### src/rtl/tt_sweep_pkg.sv
// Shared types and constants for the truth-table sweep controller.
package tt_sweep_pkg;

    typedef enum logic [1:0] {
        ST_IDLE  = 2'd0,
        ST_APPLY = 2'd1,
        ST_EMIT  = 2'd2,
        ST_DONE  = 2'd3
    } sweep_state_t;

    typedef logic [7:0] truth_table_t;
    typedef logic [2:0] tt_idx_t;

    localparam tt_idx_t TT_LAST_IDX = 3'd7;

endpackage

### src/rtl/tt_settle_timer.sv
// Loadable settle down-counter. A load sets the count to SETTLE_CYCLES-1 so
// that tc rises in the last of SETTLE_CYCLES enabled cycles.
module tt_settle_timer #(
    parameter int unsigned SETTLE_CYCLES = 4
) (
    input  logic clk,
    input  logic rst,
    input  logic load,
    input  logic en,
    output logic tc
);

    if (SETTLE_CYCLES < 1 || SETTLE_CYCLES > 255) begin : g_bad_settle
        $error("tt_settle_timer: SETTLE_CYCLES must be in 1..255");
    end

    localparam logic [7:0] RELOAD = 8'(SETTLE_CYCLES - 1);

    logic [7:0] cnt;

    // Reload on entry to a settle window, then count down and hold at zero.
    always_ff @(posedge clk) begin
        if (rst) begin
            cnt <= 8'd0;
        end else if (load) begin
            cnt <= RELOAD;
        end else if (en && cnt != 8'd0) begin
            cnt <= cnt - 8'd1;
        end
    end

    assign tc = (cnt == 8'd0);

endmodule

### src/rtl/tt_sweep_ctrl.sv
// Truth-table sweep controller: walks all 8 input combinations of a 3-input
// logic function, samples its output after a settle window, streams each
// sample and builds observed / mismatch tables against an expected table.
// Optional build macro: TT_SWEEP_ABORT_ON_MISMATCH_EN ends the sweep at the
// first accepted sample that disagrees with the expected table.
//
// state | meaning
// IDLE  | accepts configuration and start
// APPLY | drives idx onto in1..in3 and waits for the settle timer
// EMIT  | presents the captured sample until smp_ready
// DONE  | one-cycle done pulse, pass is valid
module tt_sweep_ctrl
    import tt_sweep_pkg::*;
#(
    parameter int unsigned SETTLE_CYCLES = 4
) (
    input  logic       clk,
    input  logic       rst,
    input  logic       cfg_valid,
    output logic       cfg_ready,
    input  logic [7:0] cfg_table,
    input  logic       start,
    output logic       busy,
    output logic       in1,
    output logic       in2,
    output logic       in3,
    input  logic       fn_out,
    output logic       smp_valid,
    input  logic       smp_ready,
    output logic [2:0] smp_idx,
    output logic       smp_bit,
    output logic       smp_err,
    output logic       done,
    output logic [7:0] obs_table,
    output logic [7:0] mismatch,
    output logic       pass
);

    sweep_state_t state, state_nxt;
    truth_table_t exp_table, obs_q, mis_q;
    tt_idx_t      idx;
    logic         pass_q, smp_bit_q, smp_err_q;
    logic         settle_tc, settle_load, sweep_end;

`ifdef TT_SWEEP_ABORT_ON_MISMATCH_EN
    assign sweep_end = (idx == TT_LAST_IDX) || smp_err_q;
`else
    assign sweep_end = (idx == TT_LAST_IDX);
`endif

    assign settle_load = ((state == ST_IDLE) && start) ||
                         ((state == ST_EMIT) && smp_ready && !sweep_end);

    tt_settle_timer #(.SETTLE_CYCLES(SETTLE_CYCLES)) u_settle (
        .clk  (clk),
        .rst  (rst),
        .load (settle_load),
        .en   (state == ST_APPLY),
        .tc   (settle_tc)
    );

    // State register plus the table/index datapath it sequences.
    always_ff @(posedge clk) begin
        if (rst) begin
            state     <= ST_IDLE;
            exp_table <= '0;
            obs_q     <= '0;
            mis_q     <= '0;
            idx       <= '0;
            pass_q    <= 1'b0;
            smp_bit_q <= 1'b0;
            smp_err_q <= 1'b0;
        end else begin
            state <= state_nxt;
            case (state)
                ST_IDLE: begin
                    if (cfg_valid) exp_table <= cfg_table;
                    if (start) begin
                        idx    <= '0;
                        obs_q  <= '0;
                        mis_q  <= '0;
                        pass_q <= 1'b0;
                    end
                end
                ST_APPLY: begin
                    if (settle_tc) begin
                        obs_q[idx] <= fn_out;
                        mis_q[idx] <= fn_out ^ exp_table[idx];
                        smp_bit_q  <= fn_out;
                        smp_err_q  <= fn_out ^ exp_table[idx];
                    end
                end
                ST_EMIT: begin
                    // mis_q already holds this sample's bit, so pass is
                    // final here and visible throughout DONE.
                    if (smp_ready) begin
                        if (sweep_end) pass_q <= ~|mis_q;
                        else           idx    <= idx + 3'd1;
                    end
                end
                default: ;
            endcase
        end
    end

    // Next-state decode and Moore outputs.
    always_comb begin
        state_nxt         = state;
        cfg_ready         = 1'b0;
        smp_valid         = 1'b0;
        done              = 1'b0;
        {in1, in2, in3}   = 3'b000;
        case (state)
            ST_IDLE: begin
                cfg_ready = 1'b1;
                if (start) state_nxt = ST_APPLY;
            end
            ST_APPLY: begin
                {in1, in2, in3} = idx;
                if (settle_tc) state_nxt = ST_EMIT;
            end
            ST_EMIT: begin
                {in1, in2, in3} = idx;
                smp_valid       = 1'b1;
                if (smp_ready) state_nxt = sweep_end ? ST_DONE : ST_APPLY;
            end
            ST_DONE: begin
                done      = 1'b1;
                state_nxt = ST_IDLE;
            end
            default: state_nxt = ST_IDLE;
        endcase
    end

    assign busy      = ~cfg_ready;
    assign smp_idx   = idx;
    assign smp_bit   = smp_bit_q;
    assign smp_err   = smp_err_q;
    assign obs_table = obs_q;
    assign mismatch  = mis_q;
    assign pass      = pass_q;

endmodule

### config.mk
export PLATFORM = sky130hd
export DESIGN_NAME = tt_sweep_ctrl
export DESIGN_NICKNAME = d
export VERILOG_FILES = /design/src/rtl/tt_sweep_pkg.sv /design/src/rtl/tt_settle_timer.sv /design/src/rtl/tt_sweep_ctrl.sv
export SDC_FILE = /design/constraint.sdc
export NUM_CORES = 1
export LEC_CHECK = 0
export CAP_MARGIN = 0
export CORE_MARGIN = 2
export CORE_UTILIZATION = 50
export CTS_CLUSTER_SIZE = 14
export DETAILED_ROUTE_END_ITERATION = 16
export PLACE_DENSITY = 0.87
export SETUP_SLACK_MARGIN = 0.2
export SKIP_CTS_REPAIR_TIMING = 1
export SLEW_MARGIN = 20
export SYNTH_ARGS = -nofsm -noshare
export SYNTH_HDL_FRONTEND = slang
export SYNTH_SLANG_ARGS = --single-unit
### constraint.sdc
create_clock -name clk -period 2.2 [get_ports clk]
set_clock_uncertainty 0.05 [all_clocks]
set_input_delay 0.22 -clock clk [delete_from_list [all_inputs] [get_ports clk]]
set_output_delay 0.22 -clock clk [all_outputs]
set_load 0.01 [all_outputs]
==> results of run 1 <==
cells by family after synthesis:
kind of cell               synth area share, %
and+or+nand+nor                           24.4
buffers and inverters                     5.61
muxes                                     5.43
DFF                                       38.2
adders and majority gates                 4.77
AOI/OAI and AO/OA                         19.1
xor gates and xnor gates                  2.51
worst max path at each step:
stage | startpoint | slack (ns) | cells after the start | endpoint
4_1_cts | u_settle.cnt[0]$_SDFFE_PP0P_ | -0.02 | 6 | mismatch[0]$_SDFFE_PP0P_
5_1_grt | state[0]$_SDFFE_PP0P_ | 0.1 | 4 | in1
2_1_floorplan | u_settle.cnt[0]$_SDFFE_PP0P_ | 0.26 | 8 | state[1]$_SDFFE_PP0P_
6_report | u_settle.cnt[0]$_SDFFE_PP0P_ | 0.18 | 6 | mismatch[0]$_SDFFE_PP0P_
3_3_place_gp | u_settle.cnt[0]$_SDFFE_PP0P_ | 0.10 | 6 | mismatch[1]$_SDFFE_PP0P_
3_5_place_dp | u_settle.cnt[0]$_SDFFE_PP0P_ | 0.001 | 6 | mismatch[0]$_SDFFE_PP0P_
flip-flops by register name, indices dropped and copies added, names as in the netlist:
| signal | flops |
|---|---|
| u_settle.cnt | 8 |
| state | 2 |
| smp_bit | 1 |
| exp_table | 8 |
| smp_err | 1 |
| mismatch | 8 |
| smp_idx | 3 |
| pass | 1 |
| obs_table | 8 |
stage by stage:
step	area [um^2]	total power, W	setup TNS, ns	utilization, %
CTS	2650	0.00265	-0.0175	65.9
detailed placement	2560	0.00214	0	63.6
global route	2760	0.00307	0	68.6
finish	2760	0.00290	0	68.6
global placement	2560	0.00211	0	63.6
floorplan	2100	0.00179	0	-
report_power, final:
| part | total, W | internal (W) | switching, W | leakage [nW] |
|---|---|---|---|---|
| Combinational | 0.00148 | 0.000665 | 0.000819 | 0.655 |
| Sequential | 0.000917 | 0.000831 | 0.0000860 | 0.326 |
| Clock | 0.000501 | 0.000256 | 0.000246 | 0.0455 |
| Total | 0.00290 | 0.00175 | 0.00115 | 1.03 |
layer usage:
layer	share of wire (%)	routed length [um]	vias up	track usage (%)
li1	-	-	996	-
met2	49	2660	100	37.4
met4	2.1	115	0	9.31
met3	7.1	384	16	4.55
met5	0	0	-	0
met1	41	2230	978	32.2
layout by cell type, fill, tap and decap left out, types with 7 or more instances in the layout:
| master | n |
|---|---|
| nor2_1 | 16 |
| dfxtp_1 | 35 |
| nand2_1 | 16 |
| clkdlybuf4s50_1 | 40 |
| o211ai_1 | 12 |
| nand3_1 | 22 |
| mux2i_1 | 8 |
| inv_1 | 7 |
| a21oi_1 | 23 |
| buf_4 | 12 |
critical path, delay by kind of cell (launching register included):
family	cells	cell delay, ns
compound gates	1	0.35
flops	1	0.33
buf+inv	1	0.06
fa+ha+maj	1	0.12
simple gates	3	1.01
layout make-up:
cell class	instances	area, um^2	share of cell area [%]
Clock buffer	8	90.1	3.26
Sequential cell	40	807	29.2
Tap cell	50	62.6	2.26
Timing Repair Buffer	56	547	19.8
Multi-Input combinational cell	182	1220	44.3
Inverter	9	33.8	1.22
==> results.toml, run 1 <==
[detailed_routing]
via_per_inst = 6.06
num_vias = 2090
wl_um = 5390
drcViolationCount = 0
dr.pass1.iters = 5
final_antenna_net_count = 0
first_iter_violations = 277
wl_per_cell_um = 15.6

[placed_design]
gp_congestion = 0.882
post-dp-hpwl_um = 3700
placedCellCount = 332
port_buffers = 42
place_ws_ns = 0.00128

[setup_path]
max_stage_delay_ns = 0.51
end_kind = "flop"
rr_endpoint = "mismatch[0]$_SDFFE_PP0P_"
setup.worst_path.class = "flop to flop"
cp-start-kind = "flop"
path_max_fanout = 6
cp_slowest_cell = "or4b_4"
rr_startpoint = "u_settle.cnt[0]$_SDFFE_PP0P_"
r2r_cells = 6
cp.required_ns = 2.34
cp_cell_sequence = "inv_2 -> ha_4 -> or4b_4 -> and4bb_4 -> nand2_2 -> o41ai_2"
rrSetupSlack_ns = 0.18
cp.arrival_ns = 2.16

[floorplanning]
fp.coreArea_um2 = 4030
die-height_um = 68.8
initial_core_util_pct = 52.0
dieArea_um2 = 4730
pin_count = 43
chipWidth_um = 68.8
std_cell_rows = 23

[timing]
layout_setup_ws_ns = 0.184
finalCritPeriodShare_pct = 91.7
max_freq_ghz = 0.496
holdWs_ns = 0.408
rsz0062_at_grt = "true"
final_hold_viol_count = 0
setup-violations-final = 0
relSlewSlack_pct = 72.2
worst_pin_slew_ns = 0.405
drv_slew = 0
finalCriticalPeriod_ns = 2.02

[logic_synthesis]
yosysTopAreaCellShare_pct = 38.2
synthesis.nets = 273
synth_cell_types = 45
syn_area_um2 = 2100
ys_seq_area_share_pct = 38.2
synth_common_cells = "dfxtp_1, a21oi_1, nand3_1, nand2_1, nor2_1"
ys_warn_count = 0
synth_seq_cells = 40
synth_area_leaders = "dfxtp_1, a21oi_1, nand3_1"
synth_top_area_cell = "dfxtp_1"
syn_inst = 251
yosys.cell_count.top_type = "dfxtp_1"
avgSynthCellArea_um2 = 8.35
synthFlopType = "dfxtp_1"
synth_edf_count = 0
synthArstFlopShare_pct = 0

[finish]
antenna_cells = 0
area_growth_syn_to_layout_pct = 31.8
final_nets = 316
stdcell_count = 345
drive_gt1_share_pct = 13.2
n_fill_cell = 334

[cts]
cts_root_buf = "clkbuf_8"
cts_tree = "done"
cts_max_level = 2
clk_pin_slew_ns = 0.07
clock-sinks = 40
clock_latency_ns = 0.30
cts_buffer_depth = 2
cts_made_buffers = 5

[power_and_ir_drop]
peakVddDrop_mv = 0.632
p_per_area_nw_per_um2 = 1050
power_leakage_nw = 1.03

[worst_hold_path]
hold_start = "exp_table[5]$_SDFFE_PP0P_"
whs_endpoint = "exp_table[5]$_SDFFE_PP0P_"
min_path_type = "flop to flop"
hold_depth = 2

[global_routing]
grt_max_degree = 16
grt_overflow = 0
grt_pass1_wl_um = 8450
grt_pass1_vias = 1793
grt_use_total_pct = 23.8
antenna_found_initial = 0

[status]
outcome = "finished clean"

[job]
drv_cap = 0
No activity file was read; power rests on OpenSTA's default activity.
==> run 2, diff against run 1 <==
--- a/constraint.sdc
+++ b/constraint.sdc
@@ -3,3 +3,3 @@
 set_input_delay 0.22 -clock clk [delete_from_list [all_inputs] [get_ports clk]]
 set_output_delay 0.22 -clock clk [all_outputs]
-set_load 0.01 [all_outputs]
+set_load 0.05 [all_outputs]
==> run 2 against run 1 <==
  * Via count shrank 2.2%
  * Final cell count is 0.87% lower
  * Combinational power is 10% higher
  * Sequential share of layout area grew 0.19 points
  * Non-clock buffer count shrank 3
  * Utilization fell by 0.34 points
  * Largest power group unchanged
  * Highest routed layer unchanged
==> results.toml, run 2 (same netlist as run 1, synthesis figures left out) <==
[cts]
cts_max_level = 2
clk_pin_slew_ns = 0.07
cts_buffer_depth = 2
clock_latency_ns = 0.29
cts_root_buf = "clkbuf_8"
cts_tree = "done"
clock-sinks = 40
cts_made_buffers = 5

[setup_path]
path_max_fanout = 6
crit_buf_inv = 2
setup.worst_path.class = "flop to flop"
rr_startpoint = "u_settle.cnt[0]$_SDFFE_PP0P_"
max_stage_delay_ns = 0.47
cp_slowest_cell = "or4b_4"
crit_start = "u_settle.cnt[0]$_SDFFE_PP0P_"
cp-start-kind = "flop"
crit_family = "simple AND/OR/NAND/NOR gates"
rrSetupSlack_ns = 0.24
cp_cell_sequence = "inv_2 -> ha_2 -> or4b_4 -> and4bb_4 -> buf_12 -> mux2i_1 -> nor2_1"
r2r_cells = 7
end_kind = "flop"
cp.required_ns = 2.33
cp.arrival_ns = 2.10
rr_endpoint = "smp_bit$_SDFFE_PP0P_"

[timing]
drv_slew = 0
setup-violations-final = 0
rsz0062_at_grt = "true"
max_freq_ghz = 0.509
finalCritPeriodShare_pct = 89.3
tns_ns = 0
final_hold_viol_count = 0
finalCriticalPeriod_ns = 1.96
layout_setup_ws_ns = 0.235
relSlewSlack_pct = 64.2
worst_pin_slew_ns = 0.522
holdWs_ns = 0.407

[power_and_ir_drop]
power_leakage_nw = 1.02
p_per_area_nw_per_um2 = 1110
peakVddDrop_mv = 0.533

[placed_design]
gp_congestion = 0.875
post-dp-hpwl_um = 3620
placedCellCount = 332
port_buffers = 42
place_ws_ns = 0.152
dpl-instance-area_um2 = 2560

[job]
drv_cap = 0

[detailed_routing]
first_iter_violations = 209
via_per_inst = 5.98
num_vias = 2044
dr.pass1.iters = 4
drcViolationCount = 0
wl_per_cell_um = 15.2
wl_um = 5190
final_antenna_net_count = 0

[global_routing]
grt_use_total_pct = 23.7
grt_pass1_vias = 1874
grt_max_degree = 23
grt_overflow = 0
grt_pass1_wl_um = 8340
antenna_found_initial = 0

[finish]
final_nets = 313
final_area_um2 = 2750
final_cell_mix = "dfxtp_1, clkdlybuf4s50_1, a21oi_1"
drive_gt1_share_pct = 15.8
antenna_cells = 0
multiInputGateArea_um2 = 1240
stdcell_count = 342
seqCellArea_um2 = 808
mostFrequentLayoutCell = "dfxtp_1"
area_growth_syn_to_layout_pct = 31.1
n_fill_cell = 309

[worst_hold_path]
min_path_type = "flop to flop"
whs_endpoint = "exp_table[3]$_SDFFE_PP0P_"
hold_depth = 2
hold_start = "exp_table[3]$_SDFFE_PP0P_"

[floorplanning]
fp.coreArea_um2 = 4030
initial_core_util_pct = 52.0
die-height_um = 68.8
std_cell_rows = 23
chipWidth_um = 68.8
dieArea_um2 = 4730
pin_count = 43

[status]
outcome = "finished clean"
[run 2: changes by cell type in the layout (fill, tap and decap cells not counted), moves of 2 or more]
| cell | change |
|---|---|
| o21ai_1 | +2 |
| clkdlybuf4s50_1 | -6 |
| dfxtp_2 | -2 |
| buf_4 | +3 |
| o2111ai_1 | -3 |
| o2111ai_2 | +3 |
| o21ai_0 | -2 |
[run 2: where the power goes]
part	switching [W]	internal, W
logic	0.000981	0.000646
registers	0.0000950	0.000827
clock network	0.000249	0.000255
[run 2: layout make-up]
class	count	area share, %
clock inverter	1	0.273
sequential	40	29.4
multi-input combinational	182	45.2
inverter	9	1.23
timing repair buffer	53	18.5
clock buffer	7	3.14
tap	50	2.27
[run 2: per-stage QoR]
| step | power, W | util (%) |
|---|---|---|
| detailed placement | 0.00235 | 63.5 |
| global route | 0.00324 | 68.3 |
| CTS | 0.00287 | 65.8 |
| global placement | 0.00232 | 63.5 |
| floorplan | 0.00197 | - |
| finish | 0.00305 | 68.3 |
[run 2: how the worst max path moves through the flow]
stage                                            to  slack, ns  cells after the start
after floorplan            mismatch[3]$_SDFFE_PP0P_       0.23                      7
after global placement     mismatch[1]$_SDFFE_PP0P_       0.22                      6
after detailed placement   mismatch[5]$_SDFFE_PP0P_       0.15                      7
after CTS                  mismatch[1]$_SDFFE_PP0P_       0.11                      6
after global routing      obs_table[2]$_SDFFE_PP0P_       0.15                      8
final                          smp_bit$_SDFFE_PP0P_       0.24                      7
[run 2: routing by layer]
metal | part of all wire [%] | GRT usage, %
met1 | 43 | 31.7
met2 | 48 | 36.9
met3 | 5.3 | 5.84
met4 | 3.1 | 8.82
met5 | 0 | 0
[run 2: worst min-delay path, delay by kind of cell, from the launching register on]
kind,cells,cell delay (ns)
AO/OA/AOI/OAI,1,0.05
flip-flops,1,0.31
AND/OR/NAND/NOR,1,0.05
==> run 3, diff against run 2 <==
Settings changed: CORE_UTILIZATION 50 to 40, PLACE_DENSITY 0.87 to 0.74, SYNTH_HIERARCHICAL set to 1.
==> run 3 against run 2 <==
  * Maximum frequency fell by 2.6%
  * Via count fell by 1.4%
  * Utilization fell by 9.3 points
  * Global-route usage fell by 6.7 points
  * Sequential power fell by 1%
  * Sequential cell count did not move
  * Non-clock buffer count rose by 12
  * Hold slack barely moved
  * Clock-buffer cell count fell by 1
  * Setup slack got worse by 0.053 ns
  * Synthesized cell count fell by 0.80%
  * Routed wire length rose by 1.6%
==> results.toml, run 3 <==
[logic_synthesis]
ys_warn_count = 6
synth-compound-area-share_pct = 18.4
synthAdderAreaFrac_pct = 4.83
synth.area.mux_share_pct = 5.37
syn_area_um2 = 2070
synthArstFlopShare_pct = 0
synth_top_area_cell = "dfxtp_1"
yosys.cell_count.top_type = "dfxtp_1"
synth_top_family_by_area = "simple AND/OR/NAND/NOR gates"
synth-xor-area-share_pct = 0
syn_inst = 249
synth_seq_cells = 40
avgSynthCellArea_um2 = 8.33
yosysTopAreaCellShare_pct = 38.6
synth_cell_types = 40
synthesis.nets = 271
ys_seq_area_share_pct = 38.6
synth_edf_count = 0
synth_simple_gate_area_share_pct = 29.1
synth_area_leaders = "dfxtp_1, a21oi_1, o21ai_0"
synthFlopType = "dfxtp_1"
synth_common_cells = "dfxtp_1, a21oi_1, o21ai_0, nand2_1, nor2_1"

[floorplanning]
die-height_um = 76.0
initial_core_util_pct = 41.1
pin_count = 43
std_cell_rows = 26
fp.coreArea_um2 = 5040
chipWidth_um = 76.0
dieArea_um2 = 5780

[detailed_routing]
wl_um = 5280
via_per_inst = 5.30
drcViolationCount = 0
wl_per_cell_um = 13.9
final_antenna_net_count = 0
num_vias = 2015
first_iter_violations = 110
dr.pass1.iters = 4

[setup_path]
cp.arrival_ns = 2.20
end_kind = "flop"
setup.worst_path.class = "flop to flop"
cp.required_ns = 2.38
path_max_fanout = 5
cp-start-kind = "flop"

[timing]
final_hold_viol_count = 0
holdWs_ns = 0.407
max_freq_ghz = 0.496
tns_ns = 0
finalCritPeriodShare_pct = 91.7
layout_setup_ws_ns = 0.182
rsz0062_at_grt = "true"
drv_slew = 0
finalCriticalPeriod_ns = 2.02
relSlewSlack_pct = 65.8
setup-violations-final = 0
worst_pin_slew_ns = 0.512

[power_and_ir_drop]
p_int_w = 0.00186
p_per_area_nw_per_um2 = 1090
switching_share_pct = 43.0
power_frac_clock_pct = 15.7
peakVddDrop_mv = 0.565
switching_power_w = 0.00140
power_leakage_nw = 1.13
comb_power_share_pct = 56.2
power_frac_seq_pct = 28.1

[cts]
cts_root_buf = "clkbuf_8"
cts_buffer_depth = 2
clock-sinks = 40
clock_latency_ns = 0.30
clk_pin_slew_ns = 0.08
cts_made_buffers = 5
cts_tree = "done"
cts_max_level = 2

[global_routing]
antenna_found_initial = 0
grt_pass1_vias = 1817
grt_overflow = 0
grt_use_total_pct = 17.0
grt_pass1_wl_um = 8200
grt_max_degree = 29

[finish]
antenna_cells = 0
area_growth_syn_to_layout_pct = 43.5
final_cell_mix = "dfxtp_1, clkdlybuf4s50_1, buf_4"
n_fill_cell = 434
final_nets = 331
mostFrequentLayoutCell = "dfxtp_1"
drive_gt1_share_pct = 24.5
final_util_pct = 59.0

[placed_design]
port_buffers = 42
place_ws_ns = 0.0670
gp_congestion = 0.762
post-dp-hpwl_um = 3560

[status]
outcome = "finished clean"

[job]
drv_cap = 0

[worst_hold_path]
min_path_type = "flop to flop"
==> run 3: cell count changes in the layout (fill, tap and decap cells not counted), moves of 5 or more <==
cell	delta
buf_4	+10
o21ai_1	+14
mux2i_1	-7
o211ai_1	-12
nand3_1	-12
and2_1	+5
==> run 3: power groups by stage <==
stage | Clock, W | Sequential (W) | Combinational (W)
after floorplan | 0 | 0.000991 | 0.00103
after global placement | 0 | 0.000916 | 0.00151
after detailed placement | 0 | 0.000921 | 0.00152
after CTS | 0.000514 | 0.000904 | 0.00153
after global routing | 0.000537 | 0.000929 | 0.00198
final | 0.000512 | 0.000913 | 0.00183
==> run 3: cell families (layout without fill, tap and decap cells) <==
kind of cell             count (synthesis)  count (layout)
AO/OA/AOI/OAI                           66              66
adder cells (fa/ha/maj)                  8               8
buffers and inverters                   20              80
flip-flops                              40              40
multiplexers                             6               6
AND/OR/NAND/NOR                        109             110
==> run 3: per-layer routing <==
layer  global-route usage [%]  up-vias  wire (um)
met3                     3.55        8        232
met4                     5.64        0         76
li1                         -     1023          -
met1                     21.5      931       2370
met5                        0        -          0
met2                     29.0       53       2600
==> run 3: critical path, stage by stage (launching register included) <==
cell and delay [ns]:
dfxtp_4 0.36, inv_4 0.06, ha_4 0.13, or3b_4 0.39, nor2_4 0.12, buf_6 0.15
nand3_4 0.09, buf_6 0.16, or3_1 0.33, a21oi_1 0.12
==> run 3: final cells by class <==
| type | count | area (um^2) | area share (%) |
|---|---|---|---|
| Multi-Input combinational cell | 190 | 1360 | 45.6 |
| Sequential cell | 40 | 810 | 27.2 |
| Timing Repair Buffer | 65 | 599 | 20.2 |
| Tap cell | 70 | 87.6 | 2.94 |
| Clock buffer | 6 | 82.6 | 2.78 |
| Inverter | 7 | 28.8 | 0.968 |
| Clock inverter | 2 | 10.0 | 0.337 |
==> run 3: per-stage QoR <==
stage	power [W]	std cells	cell area [um^2]
after floorplan	0.00202	249	2130
after global placement	0.00243	364	2680
after detailed placement	0.00244	364	2680
after CTS	0.00295	372	2780
after global routing	0.00344	380	2970
final	0.00325	380	2970
==> run 3: worst paths after layout <==
check / startpoint / to / slack, ns / cells past startpoint
max reg2reg: u_settle/cnt[0]$_SDFFE_PP0P_ / obs_table[6]$_SDFFE_PP0P_ / 0.18 / 9
max: u_settle/cnt[0]$_SDFFE_PP0P_ / obs_table[6]$_SDFFE_PP0P_ / 0.18 / 9
min: exp_table[1]$_SDFFE_PP0P_ / exp_table[1]$_SDFFE_PP0P_ / 0.41 / 2
min reg2reg: exp_table[1]$_SDFFE_PP0P_ / exp_table[1]$_SDFFE_PP0P_ / 0.41 / 2
